===== config.mk =====
export PLATFORM = sky130hd
export DESIGN_NAME = icache_ctrl_flat
export DESIGN_NICKNAME = d
export VERILOG_FILES = /design/src/rtl/icache_ctrl_if.sv /design/src/rtl/icache_ctrl.sv /design/src/flat_wrapper.sv
export SDC_FILE = /design/constraint.sdc
export NUM_CORES = 1
export LEC_CHECK = 0
export ABC_AREA = 0
export ABC_CLOCK_PERIOD_IN_PS = 21700
export CORE_ASPECT_RATIO = 0.9
export CORE_MARGIN = 2
export CORE_UTILIZATION = 37
export DETAILED_ROUTE_END_ITERATION = 16
export SYNTH_ARGS = -nofsm -noshare
export SYNTH_HDL_FRONTEND = slang
export SYNTH_SLANG_ARGS = --single-unit

===== constraint.sdc =====
create_clock -name CLK -period 21.7 [get_ports CLK]
set_input_delay 2.17 -clock CLK [delete_from_list [all_inputs] [get_ports CLK]]
set_output_delay 2.17 -clock CLK [all_outputs]
set_load 0.1 [all_outputs]

===== src/rtl/icache_ctrl_if.sv =====
// Instruction-memory block-read bus between icache_ctrl (master) and the backing memory (slave).
interface icache_ctrl_if;
  logic         imem_read;
  logic [5:0]   imem_address;
  logic [127:0] imem_readdata;
  logic         imem_busywait;

  modport master (output imem_read, imem_address, input imem_readdata, imem_busywait);
  modport slave  (input imem_read, imem_address, output imem_readdata, imem_busywait);
endinterface


===== src/rtl/icache_ctrl.sv =====
// Direct-mapped, read-only 8 x 16-byte instruction cache with a three-state refill FSM.
// Optional hit/miss counters are enabled by defining ICACHE_STATS_EN.
module icache_ctrl #(
  parameter logic [31:0] INSTR_NOP = 32'h0000_0000,
  parameter int          NUM_SETS  = 8
) (
  input  logic          CLK,
  input  logic          RESET,
  input  logic [31:0]   PC,
  output logic [31:0]   INSTRUCTION,
  output logic          BUSYWAIT,
  icache_ctrl_if.master imem
`ifdef ICACHE_STATS_EN
  ,
  output logic [15:0]   hit_count,
  output logic [15:0]   miss_count
`endif
);

  typedef enum logic [1:0] {IDLE, MEM_READ, UPDATE} state_t;

  state_t              state, state_nx;
  logic [NUM_SETS-1:0] valid;
  logic [2:0]          tags [NUM_SETS];
  logic [127:0]        data [NUM_SETS];
  logic [5:0]          blk_addr;
  logic [127:0]        blk_buf;
  logic [2:0]          idx;
  logic [2:0]          ptag;
  logic                hit;
  logic                unused_pc;

  assign idx       = PC[6:4];
  assign ptag      = PC[9:7];
  assign hit       = valid[idx] && (tags[idx] == ptag);
  assign unused_pc = ^{PC[31:10], PC[1:0]};

  // Refill always targets the block latched at the miss, not the live PC.
  assign imem.imem_address = blk_addr;

  always_comb begin
    state_nx       = state;
    BUSYWAIT       = 1'b0;
    INSTRUCTION    = INSTR_NOP;
    imem.imem_read = 1'b0;
    if (RESET) begin
      case (state)
        IDLE: begin
          if (hit) begin
            INSTRUCTION = data[idx][{PC[3:2], 5'b0} +: 32];
          end else begin
            BUSYWAIT = 1'b1;
            state_nx = MEM_READ;
          end
        end
        MEM_READ: begin
          BUSYWAIT       = 1'b1;
          imem.imem_read = 1'b1;
          if (!imem.imem_busywait) state_nx = UPDATE;
        end
        UPDATE: begin
          BUSYWAIT = 1'b1;
          state_nx = IDLE;
        end
        default: state_nx = IDLE;
      endcase
    end
  end

  always_ff @(posedge CLK) begin
    if (!RESET) begin
      state <= IDLE;
      valid <= '0;
    end else begin
      state <= state_nx;
      if (state == UPDATE) valid[blk_addr[2:0]] <= 1'b1;
    end
  end

  // Datapath needs no reset: contents are only observed behind a valid bit.
  always_ff @(posedge CLK) begin
    if (RESET) begin
      if (state == IDLE && !hit)                      blk_addr <= PC[9:4];
      if (state == MEM_READ && !imem.imem_busywait)   blk_buf  <= imem.imem_readdata;
      if (state == UPDATE) begin
        data[blk_addr[2:0]] <= blk_buf;
        tags[blk_addr[2:0]] <= blk_addr[5:3];
      end
    end
  end

`ifdef ICACHE_STATS_EN
  logic [31:0] last_pc;
  logic        last_vld;

  // A hit is counted once per distinct PC; a stalled fetch repeating the same PC is not recounted.
  always_ff @(posedge CLK) begin
    if (!RESET) begin
      hit_count  <= '0;
      miss_count <= '0;
      last_pc    <= '0;
      last_vld   <= 1'b0;
    end else if (state == IDLE) begin
      if (hit) begin
        if ((!last_vld || PC != last_pc) && hit_count != 16'hFFFF)
          hit_count <= hit_count + 16'd1;
        last_pc  <= PC;
        last_vld <= 1'b1;
      end else begin
        if (miss_count != 16'hFFFF) miss_count <= miss_count + 16'd1;
        last_vld <= 1'b0;
      end
    end
  end
`endif

endmodule


===== src/flat_wrapper.sv =====
// flat-port wrapper written by rule: the top's interface ports become plain ports
module icache_ctrl_flat 
#(
  parameter logic [31:0] INSTR_NOP = 32'h0000_0000,
  parameter int          NUM_SETS  = 8
)
  (CLK, RESET, PC, INSTRUCTION, BUSYWAIT, imem_imem_read, imem_imem_address, imem_imem_readdata, imem_imem_busywait);
  icache_ctrl_if imem_i ();
  input  logic CLK;
  input  logic RESET;
  input  logic [31:0] PC;
  output logic [31:0] INSTRUCTION;
  output logic BUSYWAIT;
  output wire logic [$bits(imem_i.imem_read)-1:0] imem_imem_read;
  output wire logic [$bits(imem_i.imem_address)-1:0] imem_imem_address;
  input wire logic [$bits(imem_i.imem_readdata)-1:0] imem_imem_readdata;
  input wire logic [$bits(imem_i.imem_busywait)-1:0] imem_imem_busywait;
  assign imem_imem_read = imem_i.imem_read;
  assign imem_imem_address = imem_i.imem_address;
  assign imem_i.imem_readdata = imem_imem_readdata;
  assign imem_i.imem_busywait = imem_imem_busywait;
  icache_ctrl #(.INSTR_NOP(INSTR_NOP), .NUM_SETS(NUM_SETS)) u_core (.CLK(CLK), .RESET(RESET), .PC(PC), .INSTRUCTION(INSTRUCTION), .BUSYWAIT(BUSYWAIT), .imem(imem_i));
endmodule

## Yosys cells after proc, flatten, opt, wreduce, memory -nomap -nowiden

Memories as Yosys holds them, arrays and structs flattened.
Cells that the tools add are included.

| word-level totals | value |
|---|---|
| bits in registers | 144 |
| latch bits | 0 |
| word-level logic and storage cells | 45 |
| bits in writable memories | 1,048 |
| ROM bits | 0 |
| memories kept | 2 |
| output and inout port bits | 40 |

Memory list:

| memory | depth | width | read ports | clocked after memory_dff | wr ports | RTL line | source |
|---|---|---|---|---|---|---|---|
| u_core.data | 8 | 128 | 1 | 0 | 1 | icache_ctrl.sv:25 | `logic [127:0] data [NUM_SETS];` |
| u_core.tags | 8 | 3 | 1 | 0 | 1 | icache_ctrl.sv:24 | `logic [2:0] tags [NUM_SETS];` |

| operators by class | value |
|---|---|
| eq/ne operators | 5 |
| div/mod/pow operators | 0 |
| add/subtract/negate cells | 0 |
| multiplexer cells | 18 |
| $mul | 0 |
| shifts and indexed selects | 1 |
| order comparisons | 3 |
| bitwise gates (word level) | 1 |
| reductions and logical operators | 11 |

Operator list:

| cell | count |
|---|---|
| variable part select 128 x 8 -> 32 bit | 1 |
| 2-to-1 mux 32 bit | 3 |
| 2-to-1 mux 1 bit | 9 |
| < comparator 3 x 4 -> 1 bit, second input constant | 2 |
| OR 8 bit | 1 |
| AND reduction 2 bit | 3 |
| logical AND 1 bit | 4 |
| 2-to-1 mux 2 bit | 2 |
| != test 2 bit, second input constant | 2 |
| case mux 2 bit (2 select lines) | 1 |
| binary-select mux 1 bit (select 3 bit) | 1 |
| demux 1 bit (select 3 bit) | 1 |
| equality test 3 bit | 1 |
| greater-or-equal comparator 3 x 1 -> 1 bit, second input constant | 1 |
| equality test 2 x 1 -> 1 bit, second input constant | 1 |
| equality test 2 bit, second input constant | 1 |
| zero test 1 bit | 2 |
| zero test 2 bit | 1 |
| case mux 1 bit (2 select lines) | 1 |
| OR reduction 2 bit | 1 |

## Longest topological paths before layout

Gate-level depths: netlist of the first run.

| logic depth | value |
|---|---|
| depth in word-level cells | 6 |
| gate-level depth with buffers | 10 |
| gate-level depth less buffers | 6 |

## Least setup slack after synthesis of the first run

OpenSTA, ideal clock, no wires.

| timing | value |
|---|---|
| path kind | input -> register |
| start point | input RESET |
| end point | memory u_core.data[1][0], enable pin |
| data arrival time | 11.481 ns |
| path slack | 9.437 ns |
| stages on the path | 3 |
| cell sequence | clkbuf_1 > nand3_1 > nor3_1 |

| on the way | value |
|---|---|
| cells in the longest elaborated chain, start to end | 2 |

RTL lines:

| what | RTL line | source |
|---|---|---|
| start, declared | flat_wrapper.sv:10 | `input logic RESET;` |
| 2-to-1 mux 1 bit | icache_ctrl.sv:82 | `if (RESET) begin` |
| 2-to-1 mux 1 bit (not written as such) | icache_ctrl.sv:86 | `data[blk_addr[2:0]] <= blk_buf;` |
| end, declared | icache_ctrl.sv:25 |  |

No other way between the ends.

## Final worst setup path of the first run

| timing | value |
|---|---|
| start point | input PC[4] |
| end point | output INSTRUCTION[31] |

| on the way | value |
|---|---|
| cells in the longest elaborated chain, start to end | 6 |
| elaborated cells between the ends (all ways) | 10 |

RTL lines:

| what | RTL line | source |
|---|---|---|
| start, declared | flat_wrapper.sv:11 | `input logic [31:0] PC;` |
| branches (longest 3 deep; another with memory (8 x 128 bit)) | n/a |  |
| 2-to-1 mux 32 bit * | icache_ctrl.sv:49 | `if (hit) begin` |
| 2-to-1 mux 32 bit * | icache_ctrl.sv:47 | `case (state)` |
| 2-to-1 mux 32 bit * | icache_ctrl.sv:46 | `if (RESET) begin` |
| end, declared | flat_wrapper.sv:12 | `output logic [31:0] INSTRUCTION;` |

Mark *: on every way between the ends. The select of a mux whose other input is x is not followed.

==> results of run 1 <==
## layer usage
metal  part of all wire [%]  vias up
li1                       -     8327
met1                     46    10610
met2                     47      546
met3                    5.6      114
met4                    1.6        8
met5                  0.049        -
## power groups by stage
stage / clock network, W / logic, W / registers, W
2_1_floorplan: 0 / 0.000129 / 0.00264
3_3_place_gp: 0 / 0.000227 / 0.00263
3_5_place_dp: 0 / 0.000227 / 0.00263
4_1_cts: 0.00209 / 0.000228 / 0.00259
5_1_grt: 0.00218 / 0.000238 / 0.00259
6_report: 0.00204 / 0.000222 / 0.00259
## cell families after synthesis
group                      share of synthesized area (%)
and+or+nand+nor                                   0.9983
DFF                                                80.23
buffers and inverters                              1.049
AOI/OAI and AO/OA                                  1.609
adders and majority gates                         0.1687
muxes                                              15.89
xor gates and xnor gates                         0.05907
## layout make-up
cell class	instances	area (sq um)	area share, %
Sequential cell	1192	35690	68.52
Multi-Input combinational cell	543	8393	16.11
Clock buffer	147	3146	6.038
Timing Repair Buffer	204	2086	4.004
Tap cell	1586	1984	3.809
Clock inverter	78	774.5	1.487
Inverter	3	11.26	0.02162
Antenna cell	1	2.502	0.004804
## path summary, 6_finish.rpt
| path | start | to | slack [ns] | depth (start not counted) |
|---|---|---|---|---|
| max | PC[4] | INSTRUCTION[31] | 12.06 | 10 |
| min | u_core.valid[4]$_SDFFE_PN0N_ | u_core.valid[4]$_SDFFE_PN0N_ | 0.45 | 1 |
| max reg2reg | u_core.state[0]$_SDFFE_PN0P_ | u_core.data[0][32]$_DFFE_PP_ | 17.74 | 7 |
| min reg2reg | u_core.valid[4]$_SDFFE_PN0N_ | u_core.valid[4]$_SDFFE_PN0N_ | 0.45 | 1 |
## flip-flops by register name (all words and copies together), names as in the netlist
name and flops:
u_core.blk_buf 128, u_core.data 1024, u_core.imem.imem_address 6, u_core.state 2, u_core.tags 24, u_core.valid 8
## layout by cell type (no fill, tap or decap), types with 14 or more instances in the layout
cell type        netlist  final
clkbuf_16              0    121
edfxtp_1            1182   1182
clkinv_2               0     24
mux4_2               293    293
a211oi_1              64     64
a21oi_1               33     33
clkdlybuf4s50_1        0    173
clkbuf_1              43     24
buf_4                  1     20
nor2_1                38     32
mux2i_1               47     47
nor2b_1               34     33
bufinv_16              0     14
clkinv_1               0     27
## worst max-delay path, delay by kind of cell
family	cells	cell delay (ns)
buf+inv	4	3.01
simple gates	3	1.33
mux	2	0.68
xor+xnor	1	0.16
## metrics by stage
stage	cells	setup slack, ns	utilization [%]	hold slack [ns]
finish	3754	12.06	43.75	0.4471
global route	3754	11.60	43.75	0.4748
CTS	3753	11.82	43.75	0.4507
detailed placement	3528	11.84	40.46	0.4369
global placement	3528	11.86	40.46	0.4275
floorplan	1835	9.437	-	0.4211
==> results.sh, run 1 <==
export IMPL_status="completed"
export IMPL_cts_tree="built"
export IMPL_area_delta_synth_final_pct=17.08
export IMPL_dieWidth_um=369.5
export IMPL_grt_first_pass_wirelength_um=140900
export IMPL_critPathCaptureType="output pin"
export IMPL_globalplace_congestion=0.7334
export IMPL_drtIter0Drc=1740
export IMPL_antenna_found_initial=12
export IMPL_synth_most_common_cell="edfxtp_1"
export IMPL_start_util_pct=37.37
export IMPL_cts_buffers=120
export IMPL_dp_hpwl_um=49010
export IMPL_nNetsFinal=2233
export IMPL_syn_area_per_cell_sq_um=24.25
export IMPL_worstSkewPairLatency_ns=0.69
export IMPL_total_power_w=0.004853
export IMPL_grt_use_total_pct=15.61
export IMPL_pwr_share_comb_pct=4.6
export IMPL_syn_area_sq_um=44490
export IMPL_hold_viol=0
export IMPL_cp_required_ns=19.53
export IMPL_yosysTopAreaCell="edfxtp_1"
export IMPL_rows=120
export IMPL_vias=19600
export IMPL_crit_arrival_ns=7.47
export IMPL_critPathMaxFanout=79
export IMPL_powerDensity_nw_per_um2=93.16
export IMPL_grt_max_degree=133
export IMPL_tightest_slew_ns=1.091
export IMPL_cts_buffer_depth=3
export IMPL_cts_root_buf="clkbuf_16"
export IMPL_drtPass1Iterations=7
export IMPL_drive_gt1_share_pct=23.49
export IMPL_peakVddDrop_uv=57.33
export IMPL_fin_crit_sh_pct=44.43
export IMPL_stdcell_area_sq_um=52090
export IMPL_synth_top_area_share_pct=79.78
export IMPL_synth_main_ff_cell="edfxtp_1"
export IMPL_cts_sinks=1192
export IMPL_fillCellCount=9877
export IMPL_grt_pass1_vias=20830
export IMPL_yosysWarnings=0
export IMPL_p_clk_share_pct=42.1
export IMPL_finalMaxSlewViolations=0
export IMPL_crit_chain="buf_8 > buf_4 > mux2i_1 > mux4_2 > xnor2_1 > or4_4 > or2_2 > buf_4 > nor2_1 > clkdlybuf4s50_1"
export IMPL_leakage_nw=16.08
export IMPL_vias_per_cell=5.222
export IMPL_synthTopCellsByArea="edfxtp_1 80%, mux4_2 15%, a211oi_1 1.1%"
export IMPL_swShare_pct=20.60
export IMPL_cts_max_level=3
export IMPL_grt_util_met3_pct=2.701
export IMPL_synth_cell_types=27
export IMPL_syn_nets=2004
export IMPL_finalClockSkew_ns=0.02008
export IMPL_crit_type="in2out"
export IMPL_setup_violations=0
export IMPL_cell_internal_pwr_w=0.003853
export IMPL_io_buffer_count=178
export IMPL_rsz0062_at_grt="false"
export IMPL_ys_ff_latch=1192
export IMPL_dieHeight_um=333.0
export IMPL_grt_overflow_total=0
export IMPL_critPathLaunchType="input pin"
export IMPL_timing_final_crit_period_ns=9.641
export IMPL_p_sw_w=0.0009995
export IMPL_hp_class="reg2reg"
export IMPL_cts_hold_buf=0
export IMPL_clkTransAtPathRegs_ns=0.06
export IMPL_post_cts_repair_setup_buffers=0
export IMPL_cp_common_cell="buf_4"
export IMPL_place_area_sq_um=48170
export IMPL_slew_headroom_pct=27.30
export IMPL_core_area_sq_um=119100
export IMPL_synth_async_reset_ratio_pct=0
export IMPL_ys_top_cells_by_count="1182 x edfxtp_1, 293 x mux4_2, 64 x a211oi_1"
export IMPL_synth_edf_count=1182
export IMPL_globalRouteMet2Util_pct=24.36
export IMPL_setup_tns_ns=0
export IMPL_synthCells=1835
export IMPL_antenna_left=0
export IMPL_slowest_stage="clkdlybuf4s50_1"
export IMPL_cts_resized=0
export IMPL_grt_busiest_layer="met2"
export IMPL_yosysSeqAreaShare_pct=80.23
export IMPL_p_seq_share_pct=53.3
export IMPL_die_area_sq_um=123000
export IMPL_route_detailed_drc=0
export IMPL_grt_use_met1_pct=22.80
export IMPL_totalWireLength_um=96210
export IMPL_cp_slowest_stage_delay_ns=1.24
export IMPL_pin_count=203
export IMPL_drv_cap=0
export IMPL_routedWlPerCell_um=25.63
export IMPL_fmax_ghz=0.1037
Power figures use the tool's default switching activity.
==> run 2, diff against run 1 <==
--- a/config.mk
+++ b/config.mk
@@ -6,7 +6,7 @@
 export NUM_CORES = 1
 export LEC_CHECK = 0
 export ABC_AREA = 0
-export ABC_CLOCK_PERIOD_IN_PS = 21700
+export ABC_CLOCK_PERIOD_IN_PS = 9300
 export CORE_ASPECT_RATIO = 0.9
 export CORE_MARGIN = 2
 export CORE_UTILIZATION = 37
==> constraint.sdc (replaced) <==
create_clock -name CLK -period 9.3 [get_ports CLK]
set_input_delay 0.93 -clock CLK [delete_from_list [all_inputs] [get_ports CLK]]
set_output_delay 0.93 -clock CLK [all_outputs]
set_load 0.1 [all_outputs]
==> results.sh, run 2 (synthesis gave the netlist of run 1 again) <==
export IMPL_grt_max_degree=133
export IMPL_place_area_sq_um=48190
export IMPL_critPathLaunchType="input pin"
export IMPL_slowest_stage="clkdlybuf4s50_1"
export IMPL_crit_family="buffers and inverters"
export IMPL_cts_buffer_depth=3
export IMPL_setup_tns_ns=0
export IMPL_vias_per_cell=5.158
export IMPL_globalplace_congestion=0.7113
export IMPL_final_cell_mix="1182 x edfxtp_1, 293 x mux4_2, 173 x clkdlybuf4s50_1, 117 x clkbuf_16, 64 x a211oi_1"
export IMPL_die_area_sq_um=123000
export IMPL_area_delta_synth_final_pct=16.47
export IMPL_io_buffer_count=178
export IMPL_post_cts_repair_setup_buffers=0
export IMPL_cts_tree="built"
export IMPL_vias=19290
export IMPL_fmax_ghz=0.1606
export IMPL_status="completed"
export IMPL_peakVddDrop_uv=131.8
export IMPL_tightest_slew_ns=1.039
export IMPL_grt_first_pass_wirelength_um=139600
export IMPL_hp_class="reg2reg"
export IMPL_drv_cap=0
export IMPL_rsz0062_at_grt="false"
export IMPL_largest_reg_flops=1024
export IMPL_rows=120
export IMPL_totalWireLength_um=95970
export IMPL_crit_type="in2out"
export IMPL_grt_use_total_pct=15.51
export IMPL_route_detailed_drc=0
export IMPL_critPathCaptureType="output pin"
export IMPL_total_power_w=0.01102
export IMPL_finalClockSkew_ns=0.02473
export IMPL_drtIter0Drc=1758
export IMPL_nNetsFinal=2226
export IMPL_grt_overflow_total=0
export IMPL_routedWlPerCell_um=25.66
export IMPL_drive_gt1_share_pct=23.05
export IMPL_clkTransAtPathRegs_ns=0.06
export IMPL_fillCellCount=9919
export IMPL_critPathMaxFanout=84
export IMPL_antenna_found_initial=5
export IMPL_path_buf_inv=3
export IMPL_setup_violations=0
export IMPL_leakage_nw=15.92
export IMPL_dieWidth_um=369.5
export IMPL_fin_crit_sh_pct=66.96
export IMPL_crit_chain="clkbuf_8 > buf_4 > mux4_2 > mux2i_1 > or4_4 > or2_2 > nor2_1 > clkdlybuf4s50_1"
export IMPL_worstSkewPairLatency_ns=0.69
export IMPL_timing_final_crit_period_ns=6.228
export IMPL_drtPass1Iterations=5
export IMPL_cts_buffers=117
export IMPL_hold_viol=0
export IMPL_cp_required_ns=8.37
export IMPL_cts_resized=0
export IMPL_crit_arrival_ns=5.30
export IMPL_core_area_sq_um=119100
export IMPL_antenna_left=0
export IMPL_final_cells=3740
export IMPL_start_util_pct=37.37
export IMPL_dp_cells=3524
export IMPL_slew_headroom_pct=30.73
export IMPL_cts_root_buf="clkbuf_16"
export IMPL_pin_count=203
export IMPL_finalMaxSlewViolations=0
export IMPL_cts_hold_buf=0
export IMPL_dp_hpwl_um=49160
export IMPL_cp_slowest_stage_delay_ns=1.17
export IMPL_final_core_util_pct=43.52
export IMPL_grt_pass1_vias=20600
export IMPL_cts_sinks=1192
export IMPL_powerDensity_nw_per_um2=212.7
export IMPL_dieHeight_um=333.0
export IMPL_layout_cells_most_common="edfxtp_1"
export IMPL_cts_max_level=3
export IMPL_stdcell_area_sq_um=51820
[run 2: cell count changes in the layout (fill, tap and decap cells not counted), sizes merged]
cell | before | now
clkinv | 51 | 50
diode | 1 | 2
clkbuf | 148 | 145
bufinv | 14 | 8
clkinvlp | 5 | 8
buf | 30 | 26
inv | 11 | 7
[run 2: power breakdown]
| group | internal [W] | switching, W |
|---|---|---|
| Clock | 0.00253 | 0.00193 |
| Combinational | 0.000228 | 0.000296 |
| Sequential | 0.00597 | 0.0000606 |
| Total | 0.00873 | 0.00229 |
[run 2: path summary, 6_finish.rpt]
kind                                      from                           end  slack, ns  depth (start not counted)
setup / recovery                         PC[6]               INSTRUCTION[12]       3.07                          8
hold / removal    u_core.valid[3]$_SDFFE_PN0N_  u_core.valid[3]$_SDFFE_PN0N_       0.45                          1
setup reg to reg  u_core.state[0]$_SDFFE_PN0P_  u_core.data[0][35]$_DFFE_PP_       6.00                          6
hold reg to reg   u_core.valid[3]$_SDFFE_PN0N_  u_core.valid[3]$_SDFFE_PN0N_       0.45                          1
[run 2: layout make-up]
class / count / area, sq um / share of cell area (%)
sequential: 1192 / 35690 / 68.88
multi-input combinational: 543 / 8406 / 16.22
clock buffer: 144 / 3029 / 5.846
timing repair buffer: 200 / 2093 / 4.040
tap: 1586 / 1984 / 3.830
clock inverter: 70 / 594.3 / 1.147
inverter: 3 / 11.26 / 0.02173
antenna: 2 / 5.005 / 0.009659
[run 2: through the flow]
step                      hold slack [ns]  setup WS [ns]
after floorplan                    0.4211          1.002
after global placement             0.4275          3.109
after detailed placement           0.4363          3.012
after CTS                          0.4504          3.008
after global routing               0.4708          2.876
final                              0.4501          3.073
[run 2: routing by layer]
metal	routed length (um)	track usage [%]
met3	6282	3.709
met4	1486	3.769
met2	45280	24.33
met1	42900	21.93
met5	16	0
